`src/rtl/reg_file.sv`:
```
// rtl/reg_file.sv - 32 x 32-bit MIPS register file, two combinational read ports, one synchronous write port
module reg_file #(
    parameter int          BYPASS   = 0,
    parameter logic [31:0] SP_RESET = 32'h7FFF_EFFC,
    parameter logic [31:0] GP_RESET = 32'h1000_8000
) (
    input  logic        clk,
    input  logic        rst_n,
    input  logic        reg_write,
    input  logic [4:0]  write_reg,
    input  logic [31:0] write_data,
    input  logic [4:0]  read_reg1,
    input  logic [4:0]  read_reg2,
    output logic [31:0] read_data1,
    output logic [31:0] read_data2
);

    // $0 is hardwired, so only 1..31 carry storage
    logic [31:0] regs_q [1:31];
    logic        wr_en;

    assign wr_en = reg_write && (write_reg != 5'd0);

    always_ff @(posedge clk or negedge rst_n) begin
        if (!rst_n) begin
            for (int i = 1; i < 32; i++) begin
                if (i == 28)
                    regs_q[i] <= GP_RESET;
                else if (i == 29)
                    regs_q[i] <= SP_RESET;
                else
                    regs_q[i] <= 32'h0;
            end
        end else if (wr_en) begin
            regs_q[write_reg] <= write_data;
        end
    end

    // Forwarding is suppressed while reset is held so the ports show reset contents
    always_comb begin
        read_data1 = 32'h0;
        if (read_reg1 != 5'd0) begin
            if ((BYPASS != 0) && rst_n && wr_en && (write_reg == read_reg1))
                read_data1 = write_data;
            else
                read_data1 = regs_q[read_reg1];
        end
    end

    always_comb begin
        read_data2 = 32'h0;
        if (read_reg2 != 5'd0) begin
            if ((BYPASS != 0) && rst_n && wr_en && (write_reg == read_reg2))
                read_data2 = write_data;
            else
                read_data2 = regs_q[read_reg2];
        end
    end

endmodule

```
`config.mk`:
```
export PLATFORM = sky130hd
export DESIGN_NAME = reg_file
export DESIGN_NICKNAME = d
export VERILOG_FILES = /design/src/rtl/reg_file.sv
export SDC_FILE = /design/constraint.sdc
export NUM_CORES = 2
export LEC_CHECK = 0
export CAP_MARGIN = 25
export CORE_UTILIZATION = 45
export CTS_BUF_LIST = sky130_fd_sc_hd__clkbuf_4 sky130_fd_sc_hd__clkbuf_8
export DETAILED_ROUTE_END_ITERATION = 8
export PLACE_DENSITY_LB_ADDON = 0.15
export SLEW_MARGIN = 10
export SYNTH_ARGS = -nofsm -noshare
export SYNTH_HDL_FRONTEND = slang
export SYNTH_SLANG_ARGS = --single-unit
export TNS_END_PERCENT = 20
```
`constraint.sdc`:
```
create_clock -name clk -period 2.7 [get_ports clk]
set_input_delay 0.54 -clock clk [delete_from_list [all_inputs] [get_ports clk]]
set_output_delay 0.54 -clock clk [all_outputs]
set_load 0.02 [all_outputs]
```
==> impl_results.md <==
- Status: complete, but fails checks
- Failing checks: setup timing
- Post-route cell area: ~66000 um^2
- Leak: 29.5 nW
- Crit path DAT: 2.50 ns
- Worst-margin pin slew: 1.03 ns
- RR Startpoint: regs_q[905]
- Worst-path cell chain: buf_12 -> buf_4 -> nand2b_4 -> buf_4 -> buf_4 -> o22ai_1 -> nor3_1 -> nor4_4 -> buf_4
- Power Total: roughly 0.046 W
- Clk network pwr share: around 34%
- CTS Buffer Depth: 3
- Worst R2R End: regs_q[905]
- CP max FO: 14
- Max_cap viols: 0
- # placed instances: 5781
- CTS buffer count: 175
- Combinational share of power: between 20 and 25%
- Worst skew pair latency: 0.87 ns
- Final hold violation count: 0
- Asr flop ratio synth: between 90% and 100%
- Slew Viols, Final: 0
- GRT Total Usage: 30.4%
- Synthesized net count: approximately 4100
- Seq/Total Area, Yosys: 46.5%
- Final worst slack: -0.336 ns
- HP Class: primary input to async pin
- Synthesized flop and latch total: 992
- Clk Tree Root Cell: clkbuf_8
- Vias in the first global route: 39298
- DRT antenna net count: 0
- Synth Area per Inst: 13.1 um^2
- Placed cell areas: ~60000 um^2
- P_int: 0.0323 W
- Non-filler cells, final: 6112
- Gpl congestion: 0.855
- Pwr per Cell Area: 694 nW/um^2
- Met1 usage: a little over two fifths
- Clock slew at reported path FFs: about 0.06 ns
- FMAX: 329 MHz
- Synth cell types: 42
- DIE AREA: 120000 um^2
- Slowest cell delay on critical path: 0.47 ns
- Worst EP required: 2.16 ns
- GRT overflow: 0
- Commonest non-fill, non-tap cell in the layout: mux2_2
- Critical path's most frequent cell: buf_4
- Fin crit share: 112%
- Initial core utilization: between 40% and 50%
- IO Pins: 114
- Reg power frac: ~44%
- GR Util met3: around 5.4%
- Unrepaired setup endpoints after global routing: yes
- Final TNS setup: -15.28 ns
- Layout cells sized above 1: 51.1%
- Ys flop type: dfrtp_1
- Clock skew: 0 ns
- Type of origin of the critical path: primary input
- DRC errors left: 0
- WS Path Type: primary input to primary output
- Net load switching power: 0.0132 W
- Routed wire per std cell: around 30 um
- Vias post-DR: approximately 38000
- CP max stage cell: nor4_4
- Switch share: a little under 30%
- Port bufs: 113
- Syn. warnings: 0
- CP Capture Type: primary output
- Top reg by flops: regs_q
- H-tree Lvls: 4
- Drt first pass iters: 7
- Initial antenna violation count: 8
- Tmin final: roughly 3.0 ns
- DP HPWL: between 100000 and 150000 um
- Most frequent cells in the layout: mux2_2, dfrtp_1, mux2i_1
- Initial DRC Count: between 3000 and 4000
- R2r worst-path depth: 2
- Largest register FFs: 992
- Synth Cell Area: 53400 um^2
- Area grow syn2layout: 22.7%
- Synthesized netlist cell count: 4066
- Nets: 4473
- Final wirelength: 182000 um
- CTS Sinks: 992
- Worst R2R Setup Slack: about 1.8 ns
- Vias per cell: 6.29
- Largest net degree at the start of global routing: 100
- GR peak layer: met2
- Met2 global-route usage: between 40% and 50%
- Core area: 118000 um^2
- Die X: 347 um
- Rows: 126
- First-pass GRT wire length: 270000 um
- Relative slew slack: 30.9%
- Biggest regs: regs_q: 992 flops
- Final Util: 55.6%
- Final setup fails: 64
- TritonCTS clock tree: yes
- EDFF count, synth: 0
- Die Y: around 350 um
- Max IR drop VDD: approximately 0.54 mV
## critical path, delay by kind of cell
family / cells / cell delay [ns]
AND/OR/NAND/NOR: 3 / 0.76
AO/OA/AOI/OAI: 1 / 0.18
buffers and inverters: 5 / 0.99
## power by group through the flow
stage          Combinational, W  Sequential [W]  Clock [W]
2_1_floorplan           0.00675          0.0195          0
3_3_place_gp            0.00957          0.0201          0
3_5_place_dp            0.00972          0.0202          0
4_1_cts                  0.0101          0.0199     0.0155
5_1_grt                  0.0109          0.0204     0.0162
6_report                 0.0102          0.0200     0.0152
## worst max path at each step
stage	start	to	slack, ns	cells past startpoint
4_1_cts	regs_q[608]	read_data2[0]	-0.37	6
3_5_place_dp	read_reg1[3]	read_data1[26]	-1.25	9
2_1_floorplan	read_reg2[1]	read_data2[6]	-0.10	8
6_report	read_reg2[1]	read_data2[6]	-0.34	9
3_3_place_gp	read_reg1[3]	read_data1[26]	-1.25	9
5_1_grt	regs_q[70]	read_data2[6]	-0.44	5
## cell type report
| class | count | area [um^2] |
|---|---|---|
| tap | 1536 | 1920 |
| antenna | 4 | 10.0 |
| fill | 9831 | 52400 |
| multi-input combinational | 2640 | 27900 |
| sequential | 992 | 24900 |
| timing repair buffer | 614 | 6940 |
| clock buffer | 286 | 3530 |
| clock inverter | 40 | 347 |
## layer usage
layer  routed length, um  share of wire [%]
met3               12600                6.9
met4                5690                3.1
met5                  13             0.0071
met1               80300                 44
met2               83200                 46
## Yosys cell counts, types with 5 or more instances
library cell	count	share of area, %
nand3_1	5	0.047
nor4_1	29	0.34
buf_4	17	0.24
dfrtp_1	962	45
mux2i_1	577	11
clkbuf_1	188	1.3
nor2_1	15	0.11
o22ai_1	287	3.4
mux2_2	1041	22
mux4_2	128	5.4
dfstp_2	30	1.5
nor3_1	131	1.2
nor2b_1	41	0.48
a221o_1	32	0.60
mux2_1	79	1.7
a221oi_1	31	0.51
buf_1	25	0.18
a21oi_1	32	0.30
nand2b_1	10	0.12
or3_1	32	0.37
buf_6	17	0.36
buf_2	185	1.7
a211oi_1	63	0.89
nand2_1	19	0.13
a22oi_1	64	0.90
## metrics by stage
stage	hold slack [ns]	setup slack (ns)
2_1_floorplan	0.244	-0.105
3_3_place_gp	0.452	-1.25
3_5_place_dp	0.447	-1.25
4_1_cts	0.100	-0.371
5_1_grt	0.132	-0.442
6_report	0.159	-0.336
## logic make-up after synthesis
group	synth area share, %
AO/OA/AOI/OAI	6.57
buffers and inverters	3.92
flip-flops	46.5
multiplexers	39.8
AND/OR/NAND/NOR	3.15
## timing repair
| item | in CTS | in global routing |
|---|---|---|
| pin swaps | 99 | 37 |
| gates cloned | 4 | 0 |
| buffers inserted | 13 | 3 |
| hold buffers | 1 | 0 |
| endpoints found under the hold margin | 396 | 0 |
| endpoints found under the setup margin | 64 | 64 |
| resized for setup | 460 | 55 |
(Power assumes the default switching activity.)
